[config.mk]
export PLATFORM = sky130hd
export DESIGN_NAME = ros2_ip_tx_unpacker
export DESIGN_NICKNAME = d
export VERILOG_FILES = /design/src/rtl/ros2_ip_tx_unpacker_pkg.sv /design/src/rtl/ros2_ip_tx_unpacker.sv
export SDC_FILE = /design/constraint.sdc
export NUM_CORES = 1
export LEC_CHECK = 0
export CAP_MARGIN = 20
export CELL_PAD_IN_SITES_DETAIL_PLACEMENT = 0
export CELL_PAD_IN_SITES_GLOBAL_PLACEMENT = 1
export CORE_UTILIZATION = 25
export DETAILED_ROUTE_END_ITERATION = 7
export PLACE_DENSITY_LB_ADDON = 0.15
export SETUP_SLACK_MARGIN = 0.02
export SKIP_CTS_REPAIR_TIMING = 1
export SYNTH_ARGS = -nofsm -noshare
export SYNTH_HDL_FRONTEND = slang
export SYNTH_SLANG_ARGS = --single-unit
[constraint.sdc]
create_clock -name clk -period 2.6 [get_ports clk]
set_input_delay 0.26 -clock clk [delete_from_list [all_inputs] [get_ports clk]]
set_output_delay 0.26 -clock clk [all_outputs]
set_load 0.03 [all_outputs]
[src/rtl/ros2_ip_tx_unpacker_pkg.sv]
// Shared constants and types for the ROS2 IP transmit unpacker.
//   StreamHdrLen      : bytes of stream header preceding each payload (dest, src, proto, len)
//   Ipv4HdrLen        : IPv4 header bytes added to the payload length for tx_ip_length
//   MaxPayloadDefault : default upper bound on accepted payload length
//   state_e           : unpacker FSM states
package ros2_ip_tx_unpacker_pkg;

    localparam int unsigned StreamHdrLen      = 11;
    localparam int unsigned Ipv4HdrLen        = 20;
    localparam int unsigned MaxPayloadDefault = 1472;

    typedef enum logic [2:0] {
        StIdle,
        StHdr,
        StHdrOut,
        StPayload,
        StDiscard
    } state_e;

endpackage

[src/rtl/ros2_ip_tx_unpacker.sv]
// Pops a serialized IP frame stream from a first-word-fall-through FIFO and splits it
// into an IP header handshake plus an AXI-Stream payload. Frames with an empty or
// oversize payload are consumed and dropped.
// Ports:
//   clk, rst_n            : clock, asynchronous active-low reset
//   enable                : gates the start of new frames only
//   fifo_dout/fifo_empty  : FIFO head byte and empty flag; fifo_rd_en pops one byte
//   tx_ip_hdr_*           : registered IP header fields with valid/ready handshake
//   tx_payload_*          : payload stream, combinational pass-through of the FIFO head
//   drop_pulse            : one-cycle pulse after a discarded frame is fully consumed
module ros2_ip_tx_unpacker
    import ros2_ip_tx_unpacker_pkg::*;
#(
    parameter int unsigned MAX_PAYLOAD = MaxPayloadDefault,
    parameter logic [7:0]  DEFAULT_TTL = 8'd64
) (
    input  logic        clk,
    input  logic        rst_n,
    input  logic        enable,
    input  logic [7:0]  fifo_dout,
    input  logic        fifo_empty,
    output logic        fifo_rd_en,
    output logic        tx_ip_hdr_valid,
    input  logic        tx_ip_hdr_ready,
    output logic [31:0] tx_ip_dest_ip,
    output logic [31:0] tx_ip_source_ip,
    output logic [7:0]  tx_ip_protocol,
    output logic [15:0] tx_ip_length,
    output logic [7:0]  tx_ip_ttl,
    output logic [5:0]  tx_ip_dscp,
    output logic [1:0]  tx_ip_ecn,
    output logic [7:0]  tx_payload_tdata,
    output logic        tx_payload_tvalid,
    input  logic        tx_payload_tready,
    output logic        tx_payload_tlast,
    output logic        drop_pulse
);

    localparam logic [3:0] LastHdrIdx = 4'(StreamHdrLen - 1);

    state_e      state_q, state_d;
    logic [3:0]  idx_q, idx_d;
    logic [31:0] dest_q, dest_d;
    logic [31:0] src_q, src_d;
    logic [7:0]  proto_q, proto_d;
    logic [7:0]  len_hi_q, len_hi_d;
    logic [15:0] length_q, length_d;
    logic [15:0] rem_q, rem_d;

    logic [15:0] len_word;
    logic        len_bad;

    // Payload length as it completes on the last header byte.
    assign len_word = {len_hi_q, fifo_dout};
    assign len_bad  = (len_word == 16'd0) || ({16'd0, len_word} > MAX_PAYLOAD);

    always_comb begin
        state_d           = state_q;
        idx_d             = idx_q;
        dest_d            = dest_q;
        src_d             = src_q;
        proto_d           = proto_q;
        len_hi_d          = len_hi_q;
        length_d          = length_q;
        rem_d             = rem_q;
        fifo_rd_en        = 1'b0;
        tx_ip_hdr_valid   = 1'b0;
        tx_payload_tvalid = 1'b0;
        tx_payload_tlast  = 1'b0;
        drop_pulse        = 1'b0;

        unique case (state_q)
            StIdle: begin
                if (enable && !fifo_empty) begin
                    state_d = StHdr;
                end
            end

            StHdr: begin
                if (!fifo_empty) begin
                    fifo_rd_en = 1'b1;
                    idx_d      = idx_q + 4'd1;
                    if (idx_q < 4'd4) begin
                        dest_d = {dest_q[23:0], fifo_dout};
                    end else if (idx_q < 4'd8) begin
                        src_d = {src_q[23:0], fifo_dout};
                    end else if (idx_q == 4'd8) begin
                        proto_d = fifo_dout;
                    end else if (idx_q == 4'd9) begin
                        len_hi_d = fifo_dout;
                    end else if (idx_q == LastHdrIdx) begin
                        idx_d = 4'd0;
                        rem_d = len_word;
                        if (len_bad) begin
                            state_d = StDiscard;
                        end else begin
                            length_d = len_word + 16'(Ipv4HdrLen);
                            state_d  = StHdrOut;
                        end
                    end
                end
            end

            StHdrOut: begin
                tx_ip_hdr_valid = 1'b1;
                if (tx_ip_hdr_ready) begin
                    state_d = StPayload;
                end
            end

            StPayload: begin
                tx_payload_tvalid = !fifo_empty;
                tx_payload_tlast  = (rem_q == 16'd1);
                fifo_rd_en        = tx_payload_tvalid && tx_payload_tready;
                if (fifo_rd_en) begin
                    rem_d = rem_q - 16'd1;
                    if (rem_q == 16'd1) begin
                        state_d = StIdle;
                    end
                end
            end

            StDiscard: begin
                if (rem_q == 16'd0) begin
                    drop_pulse = 1'b1;
                    state_d    = StIdle;
                end else if (!fifo_empty) begin
                    fifo_rd_en = 1'b1;
                    rem_d      = rem_q - 16'd1;
                end
            end

            default: state_d = StIdle;
        endcase
    end

    always_ff @(posedge clk or negedge rst_n) begin
        if (!rst_n) begin
            state_q  <= StIdle;
            idx_q    <= 4'd0;
            dest_q   <= 32'd0;
            src_q    <= 32'd0;
            proto_q  <= 8'd0;
            len_hi_q <= 8'd0;
            length_q <= 16'd0;
            rem_q    <= 16'd0;
        end else begin
            state_q  <= state_d;
            idx_q    <= idx_d;
            dest_q   <= dest_d;
            src_q    <= src_d;
            proto_q  <= proto_d;
            len_hi_q <= len_hi_d;
            length_q <= length_d;
            rem_q    <= rem_d;
        end
    end

    assign tx_ip_dest_ip    = dest_q;
    assign tx_ip_source_ip  = src_q;
    assign tx_ip_protocol   = proto_q;
    assign tx_ip_length     = length_q;
    assign tx_ip_ttl        = DEFAULT_TTL;
    assign tx_ip_dscp       = 6'd0;
    assign tx_ip_ecn        = 2'd0;
    // Gated so the stream data reads zero outside a payload phase.
    assign tx_payload_tdata = (state_q == StPayload) ? fifo_dout : 8'd0;

endmodule

==> impl_results.md, run 1 <==
- Worst-Margin Slew: around 0.50 ns
- Unrepaired setup endpoints after global routing: false
- First-pass GRT wire length: 24.9 mm
- Vias per cell: approximately 4.6
- Cts bufs inserted: 17
- CP startpoint: state_q[2]
- DR pass1 iterations: 7
- Largest net degree at the start of global routing: 64
- Main area contributors after synthesis: dfrtp_1, mux2_2, buf_4
- CTS H-tree lvls: 4
- Overall Power: between 6 and 7 mW
- CTS tree: built
- Normalized max-slew margin: around two thirds
- Pre-CTS setup slack: about 0.20 ns
- Synth cell count leaders: dfrtp_1, mux2_2, nor2_1
- Total grt overflow: 0
- Fin crit share: ~94%
- Hold Crit Class: input port to asynchronous set/reset pin
- Lkg Pwr: roughly 3.6 nW
- Initial antenna violation count: 0
- P&R area growth vs syn: 39.7%
- Status: complete, but fails checks
- Slowest CP cell: clkdlybuf4s50_1
- Final setup violation count: 0
- GPL Wtd Cong: 0.796
- Period minus WS final: around 2.4 ns
- CP bufs+invs: 2
- Top FF cell, synth: dfrtp_1
- Port Buffer Count: around 110
- Fraction of layout cells with a size suffix above 1: between 20 and 30%
- Final Max Slew Viols: 0
- Die ar.: between 20000 and 25000 sq um
- Synthesized flop and latch total: between 100 and 150
- Avg Cell Area, Syn: between 10 and 15 sq um
- Final setup skew: roughly 0.0066 ns
- CP Launch Type: register
- Final Hold Vio Count: 0
- Crit. End Element: primary output
- Cell Area, Synth: about 5600 sq um
- Dpl cells: between 800 and 900
- Async SR Flop Fraction: between 90% and 100%
- Most frequent cell after synthesis: dfrtp_1
- Register area share after synthesis: a little over half
- Fmax achieved: between 0.4 and 0.5 GHz
- Drc violations: 36
- Clk sinks: between 100 and 150
- Crit Path Category: register to primary output
- Die height: about 150 um
- Core area: ~22000 sq um
- WL/cell: between 15 and 20 um
- Worst-path clk slew: 0.06 ns
- Clock root cell: clkbuf_16
- Horiz. Die Dim: 152 um
- R2r startpoint: rem_q[1]
- Clock latency on the worst-skew pair: just over 0.4 ns
- Final wirelength: 15.5 mm
- Vias in the first global route: 4243
- Crit-path leading delay family: buffers and inverters
- Worst vdd ir: around 0.42 mV
- Crit path DAT: 2.18 ns
- Drt first-iter violations: about 220
- Slowest Stage Delay on Critical Path: just under 0.7 ns
- Row Count: 54
- Initial Utilization: between 20% and 30%
- Worst path required time: about 2.3 ns
- Pwr dens: slightly below 900 nW/um^2
- CTS max path bufs: 2
- Final WS setup: ~0.16 ns
- Synth area leader: dfrtp_1
- Warnings from Yosys: 0
- Yosys cell types: a little under 60
- Post-Syn Instances: about 460
- Final instance count without filler cells: between 800 and 900
- Synth top area share: between 50% and 60%
- Post-DP HPWL: 11.2 mm
- EDFF count, synth: 0
- Vias: about 4100
- Failing checks: design-rule violations
- I/O Pins: ~130
- Crit Path Max Fanout: 9
- Antenna Violating Nets Remaining: 0
- Crit-path cells: nand3b_1 -> buf_4 -> nor2_1 -> clkdlybuf4s50_1
- Final Net Count: 626
- Max cap viols: 0
- GRT Overall Usage: between 10 and 15%
[layout make-up]
class / count / area [sq um]
Tap cell: 280 / 350
Timing Repair Buffer: 145 / 1420
Clock inverter: 15 / 215
Fill cell: 2175 / 14100
Multi-Input combinational cell: 309 / 2420
Clock buffer: 17 / 425
Inverter: 11 / 41.3
Sequential cell: 119 / 2980
Antenna cell: 1 / 2.50
[kinds of logic after synthesis]
| logic type | Yosys count | share of synthesized area [%] |
|---|---|---|
| buffers and inverters | 50 | 5.07 |
| DFF | 119 | 53.0 |
| xor gates and xnor gates | 6 | 0.935 |
| and+or+nand+nor | 116 | 12.0 |
| other | 2 | 0.134 |
| muxes | 92 | 18.4 |
| AOI/OAI and AO/OA | 70 | 8.46 |
| adders and majority gates | 9 | 2.00 |
[state kept, by name, indices dropped and copies added, names as in the netlist]
register and count:
idx_q 4, len_hi_q 8, rem_q 16, state_q 3
tx_ip_dest_ip 32, tx_ip_length 16, tx_ip_protocol 8, tx_ip_source_ip 32
[worst reg2reg max path: stages (launching register included)]
cell	delay, ns
dfrtp_1	0.43
inv_1	0.16
ha_1	0.26
or4b_2	0.71
nor4_1	0.31
nor2_1	0.07
nor3_1	0.16
a2bb2oi_1	0.17
[stage by stage]
stage	instance area (sq um)	util, %	TNS, ns	hold slack [ns]
after floorplan	5670	-	0	-0.0356
after global placement	7170	32.6	0	0.247
after detailed placement	7170	32.6	0	0.250
after CTS	7810	35.6	-0.517	-0.199
after global routing	7850	35.8	0	0.375
final	7850	35.8	0	0.344
[per-layer routing]
layer / routed length (um) / GRT usage [%] / part of all wire (%)
met5: 0 / 0 / 0
met4: 114 / 4.32 / 0.73
met3: 495 / 3.34 / 3.2
met2: 7590 / 23.0 / 49
met1: 7320 / 18.3 / 47
[report_power, final]
group	total, mW	switching, mW	internal [mW]
clock network	2.54	0.914	1.63
logic	2.08	1.22	0.858
registers	2.37	0.272	2.10
total	6.99	2.41	4.58
[layout by cell type, fill, tap and decap left out, types with 4 or more instances in the layout]
master / count
a21oi_1: 14
a2bb2oi_1: 6
and2_1: 6
buf_4: 28
bufinv_16: 4
clkbuf_16: 17
clkdlybuf4s50_1: 109
clkinv_4: 5
conb_1: 16
dfrtp_1: 118
dlymetal6s2s_1: 4
ha_1: 9
inv_1: 11
inv_6: 5
mux2_2: 90
nand2_1: 17
nand3_1: 7
nand4_1: 5
nor2_1: 26
nor2b_1: 5
nor3_1: 19
nor4_1: 5
o21ai_0: 19
o22a_1: 4
o31ai_1: 6
xnor2_1: 4
[final timing paths]
kind,slack (ns),endpoint,depth (start not counted)
setup reg to reg,0.27,rem_q[8],7
hold reg to reg,0.50,tx_ip_source_ip[28],1
setup / recovery,0.16,tx_payload_tdata[3],4
max in group asynchronous,1.53,tx_ip_protocol[2],3
hold / removal,0.34,tx_ip_source_ip[11],2
min in group clk,0.50,tx_ip_source_ip[28],1
Note: power is estimated with default switching activity, not from simulation.
==> run 2, diff against run 1 <==
TNS_END_PERCENT = 10   (was not set)
==> impl_results.md, run 2 (synthesis results as in run 1) <==
- R2r startpoint: rem_q[1]
- Initial antenna violation count: 0 (unchanged)
- Failing checks: design-rule violations
- Fraction of layout cells with a size suffix above 1: 27.0% (-0.24 points)
- Normalized max-slew margin: 66.2% (about the same)
- Period minus WS final: 2.40 ns (-0.0351 ns)
- Post-DP HPWL: 11.2 mm (unchanged)
- Initial Utilization: 25.6% (unchanged)
- WL/cell: 17.3 um (+0.13%)
- Final Net Count: 624 (-0.32%)
- Port Buffer Count: 114 (unchanged)
- Total grt overflow: 0 (unchanged)
- Final Hold Vio Count: 0 (unchanged)
- Reg-to-reg setup timing slack: 0.26 ns (about the same)
- Reg2Reg Depth: 7 (unchanged)
- GPL Wtd Cong: 0.796 (unchanged)
- P&R area growth vs syn: 39.4%
- Fin crit share: 92.5% (-1.4 points)
- Vias in the first global route: 4243 (unchanged)
- Max cap viols: 0 (unchanged)
- Final core occ: 35.7% (-0.068 points)
- DR pass1 iterations: 7 (unchanged)
- Fmax achieved: 0.416 GHz (+1.5%)
- Pwr dens: 890 nW/um^2 (about the same)
- Placed cell area: 7170 sq um (unchanged)
- Dpl cells: 860 (unchanged)
- Final setup TNS: 0 ns (unchanged)
- Final Max Slew Viols: 0 (unchanged)
- Worst-path clk slew: 0.06 ns (about the same)
- Clock latency on the worst-skew pair: 0.41 ns (about the same)
- Final Cell Area: 7840 sq um (-0.19%)
- CTS max path bufs: 2 (unchanged)
- I/O Pins: 131 (unchanged)
- Antenna Violating Nets Remaining: 0 (unchanged)
- WHS: 0.344 ns (-0.000416 ns)
- FF-to-FF End: rem_q[8]
- First-pass GRT wire length: 24.9 mm (unchanged)
- Crit path DAT: 2.14 ns (-0.04 ns)
- Commonest non-fill, non-tap cells in the layout: dfrtp_1, clkdlybuf4s50_1, mux2_2, nor2_1, buf_4
- Largest net degree at the start of global routing: 64 (unchanged)
- Vias: 4116 (-0.29%)
- Final WS setup: 0.195 ns (+0.0351 ns)
- Worst-Margin Slew: 0.503 ns (+0.000143 ns)
- Vias per cell: 4.60 (about the same)
- Crit. End Element: primary output
- Drc violations: 36 (unchanged)
- GRT Overall Usage: 14.0% (unchanged)
- Overall Power: 6.97 mW (-0.25%)
- Commonest non-fill, non-tap cell in the layout: dfrtp_1
- Horiz. Die Dim: 152 um (unchanged)
- Pre-CTS setup slack: 0.196 ns (unchanged)
- Lkg Pwr: 3.59 nW (-0.28%)
- Final setup violation count: 0 (unchanged)
- Drt first-iter violations: 205 (-6.4%)
- Crit Path Max Fanout: 9 (unchanged)
- Final setup skew: 0.00663 ns (+0.000000830 ns)
- Core area: 22000 sq um (unchanged)
- Status: complete, but fails checks
- Clk sinks: 119 (unchanged)
- Final wirelength: 15.5 mm (about the same)
- Worst path required time: 2.34 ns (about the same)
- Worst vdd ir: 0.419 mV (+0.24%)
- Row Count: 54 (unchanged)
- Clock root cell: clkbuf_16
- Crit Path Category: register to primary output
- Die ar.: 23100 sq um (unchanged)
- CTS H-tree lvls: 4 (unchanged)
- CTS tree: built
- Cts bufs inserted: 17 (unchanged)
- Final instance count without filler cells: 895 (-0.22%)
- CP Launch Type: register
- Die height: 152 um (unchanged)
- Hold Crit Class: input port to asynchronous set/reset pin
- Unrepaired setup endpoints after global routing: false
## run 2: changes by cell type in the layout (fill, tap and decap cells not counted)
cell and change:
buf_4 -2
## run 2: area by class of cell
class,count,area (sq um)
multi-input cells,309,2420
well taps,280,350
fillers,2176,14100
clock buffers,17,425
repair buffers,143,1410
flip-flops and latches,119,2980
diodes,1,2.50
inverters,11,41.3
clock inverters,15,215
## run 2: worst max-delay path: stages, from the launching register on
cell,delay (ns)
dfrtp_1,0.45
nand3b_1,0.40
nor2_1,0.19
clkdlybuf4s50_1,0.69
## run 2: routing by layer
layer | up-vias | part of all wire (%) | global-route usage (%)
li1 | 1918 | - | -
met1 | 2084 | 47 | 18.3
met2 | 105 | 49 | 23.0
met3 | 9 | 3.0 | 3.34
met4 | 0 | 0.85 | 4.32
met5 | - | 0 | 0
## run 2: worst max path at each step
| stage | from | end | cells after the start |
|---|---|---|---|
| after floorplan | idx_q[0] | rem_q[0] | 8 |
| after global placement | state_q[1] | tx_payload_tdata[2] | 3 |
| after detailed placement | fifo_dout[0] | tx_ip_length[4] | 7 |
| after CTS | state_q[1] | tx_payload_tdata[2] | 3 |
| after global routing | state_q[2] | tx_payload_tvalid | 3 |
| final | state_q[2] | tx_payload_tvalid | 3 |
## run 2: power by group
part           internal, mW  switching [mW]  total, mW
Clock                  1.63           0.918       2.54
Combinational         0.840            1.22       2.06
Sequential             2.10           0.272       2.37
==> run 3, diff against run 2 <==
==> constraint.sdc (replaced) <==
create_clock -name clk -period 2.6 [get_ports clk]
set_input_delay 0.39 -clock clk [delete_from_list [all_inputs] [get_ports clk]]
set_output_delay 0.39 -clock clk [all_outputs]
set_load 0.03 [all_outputs]
==> impl_results.md, run 3 (synthesis results as in run 1) <==
- Clock latency on the worst-skew pair: 0.42 ns (about the same)
- Worst-Margin Slew: 0.730 ns (+0.227 ns)
- Fmax achieved: 0.404 GHz (-2.8%)
- Worst path required time: 2.21 ns (-0.13 ns)
- Reg2Reg Depth: 7 (unchanged)
- Failing checks: design-rule violations
- Vias: 4206 (+2.2%)
- Final Max Slew Viols: 0 (unchanged)
- Most common cell on crit path: buf_4
- Final Net Count: 626 (+0.32%)
- Row Count: 54 (unchanged)
- Largest net degree at the start of global routing: 120 (+88%)
- Multi-input combinational cell area: 2430 sq um (+0.47%)
- Status: complete, but fails checks
- Reg-to-reg setup timing slack: 0.22 ns (-0.04 ns)
- Final setup skew: 0.00966 ns (+0.00303 ns)
- WL/cell: 17.7 um (+2.0%)
- Crit Path Max Fanout: 10 (+1)
- Fraction of layout cells with a size suffix above 1: 28.7% (+1.7 points)
- Worst-path clk slew: 0.06 ns (about the same)
- Die height: 152 um (unchanged)
- CTS tree: built
- Core area: 22000 sq um (unchanged)
- CP bufs+invs: 3 (+2)
- Fin crit share: 95.2% (+2.7 points)
- Crit path DAT: 2.08 ns (-0.06 ns)
- R2r startpoint: idx_q[1]
- Register area: 2980 sq um (about the same)
- First-pass GRT wire length: 25.3 mm (+1.7%)
- Overall Power: 7.12 mW (+2.0%)
- Cts bufs inserted: 17 (unchanged)
- Initial Utilization: 25.6% (unchanged)
- Commonest non-fill, non-tap cell in the layout: dfrtp_1
- Crit-path cells: buf_4 -> nand3b_1 -> buf_4 -> nor2_1 -> clkdlybuf4s50_1
- Commonest non-fill, non-tap cells in the layout: dfrtp_1, clkdlybuf4s50_1, mux2_2, buf_4, nor2_1
- Normalized max-slew margin: 51.3% (-15 points)
- GPL Wtd Cong: 0.835 (+4.9%)
- Placed cell area: 7260 sq um (+1.3%)
- Max cap viols: 0 (unchanged)
- Post-DP HPWL: 11.2 mm (-0.14%)
- Drt first-iter violations: 208 (+1.5%)
- GRT Overall Usage: 14.5% (+0.47 points)
- Final Cell Area: 7930 sq um (+1.1%)
- Total grt overflow: 0 (unchanged)
- Final Hold Vio Count: 0 (unchanged)
- Vias in the first global route: 4284 (+0.97%)
- Final wirelength: 15.8 mm (+2.1%)
- Pwr dens: 898 nW/um^2 (+0.89%)
- Worst Setup EP: tx_payload_tvalid
- Crit. End Element: primary output
- Worst path depth: 5 (+2)
- Port Buffer Count: 114 (unchanged)
- CTS max path bufs: 2 (unchanged)
- Clk sinks: 119 (unchanged)
- Antenna Violating Nets Remaining: 0 (unchanged)
- Unrepaired setup endpoints after global routing: true
- CTS H-tree lvls: 4 (unchanged)
- DR pass1 iterations: 7 (unchanged)
- I/O Pins: 131 (unchanged)
- Worst vdd ir: 0.417 mV (-0.33%)
- Initial antenna violation count: 0 (unchanged)
- Vias per cell: 4.69 (+2.1%)
- Crit Path Category: register to primary output
- Final antenna diode count: 0 (-1)
- Hold Crit Class: input port to asynchronous set/reset pin
- Clock root cell: clkbuf_16
- P&R area growth vs syn: 41.0%
- Final setup violation count: 0 (unchanged)
- Dpl cells: 863 (+0.35%)
- CP Launch Type: register
- FF-to-FF End: rem_q[0]
- Period minus WS final: 2.47 ns (+0.0705 ns)
- CP startpoint: state_q[1]
- Slowest Stage Delay on Critical Path: 0.67 ns (-0.02 ns)
- Crit-path leading delay family: buffers and inverters
- Drc violations: 18 (-50%)
- Final instance count without filler cells: 896 (+0.11%)
- Lkg Pwr: 3.63 nW (+1.2%)
- Slowest CP cell: clkdlybuf4s50_1
- Horiz. Die Dim: 152 um (unchanged)
- Die ar.: 23100 sq um (unchanged)
- Fillcell total: 2150 (-1.2%)
-- run 3: cell type report --
type | instances | share of cell area (%)
clock buffers | 17 | 5.37
clock inverters | 15 | 2.73
inverters | 11 | 0.521
multi-input cells | 309 | 30.7
flip-flops and latches | 119 | 37.6
well taps | 280 | 4.42
repair buffers | 145 | 18.8
-- run 3: metrics by stage --
step / util (%) / TNS (ns) / setup slack (ns) / hold WS, ns
global route: 36.1 / -0.00121 / -0.00121 / 0.125
CTS: 36.0 / -0.837 / -0.261 / 0.0979
floorplan: - / 0 / 0.471 / 0.0944
finish: 36.1 / 0 / 0.125 / 0.00624
global placement: 33.1 / 0 / 0.108 / 0.487
detailed placement: 33.1 / 0 / 0.0473 / 0.495
-- run 3: worst reg2reg max path, cell delays in order, from the launching register on --
cell	delay, ns
dfrtp_1	0.40
inv_1	0.09
ha_1	0.24
nor4b_4	0.38
nand3_1	0.17
and3_1	0.22
or2_1	0.40
a211o_1	0.35
-- run 3: power by group --
group / total, mW / switching (mW) / internal [mW]
Clock: 2.56 / 0.929 / 1.63
Combinational: 2.20 / 1.29 / 0.910
Sequential: 2.36 / 0.263 / 2.10
-- run 3: how the worst min path moves through the flow --
stage | cells past startpoint | to | slack (ns) | start
3_5_place_dp | 1 | tx_ip_dest_ip[27] | 0.49 | tx_ip_dest_ip[27]
2_1_floorplan | 0 | idx_q[0] | 0.09 | rst_n
6_report | 2 | tx_ip_source_ip[19] | 0.006 | rst_n
4_1_cts | 2 | tx_ip_source_ip[19] | 0.1 | rst_n
5_1_grt | 2 | tx_ip_source_ip[19] | 0.12 | rst_n
3_3_place_gp | 1 | tx_ip_source_ip[29] | 0.49 | tx_ip_source_ip[29]
-- run 3: routing by layer --
layer	vias up	part of all wire, %	global-route usage (%)
li1	1928	-	-
met1	2123	45	18.4
met2	131	49	23.9
met3	24	3.9	3.02
met4	0	1.8	6.37
met5	-	0	0
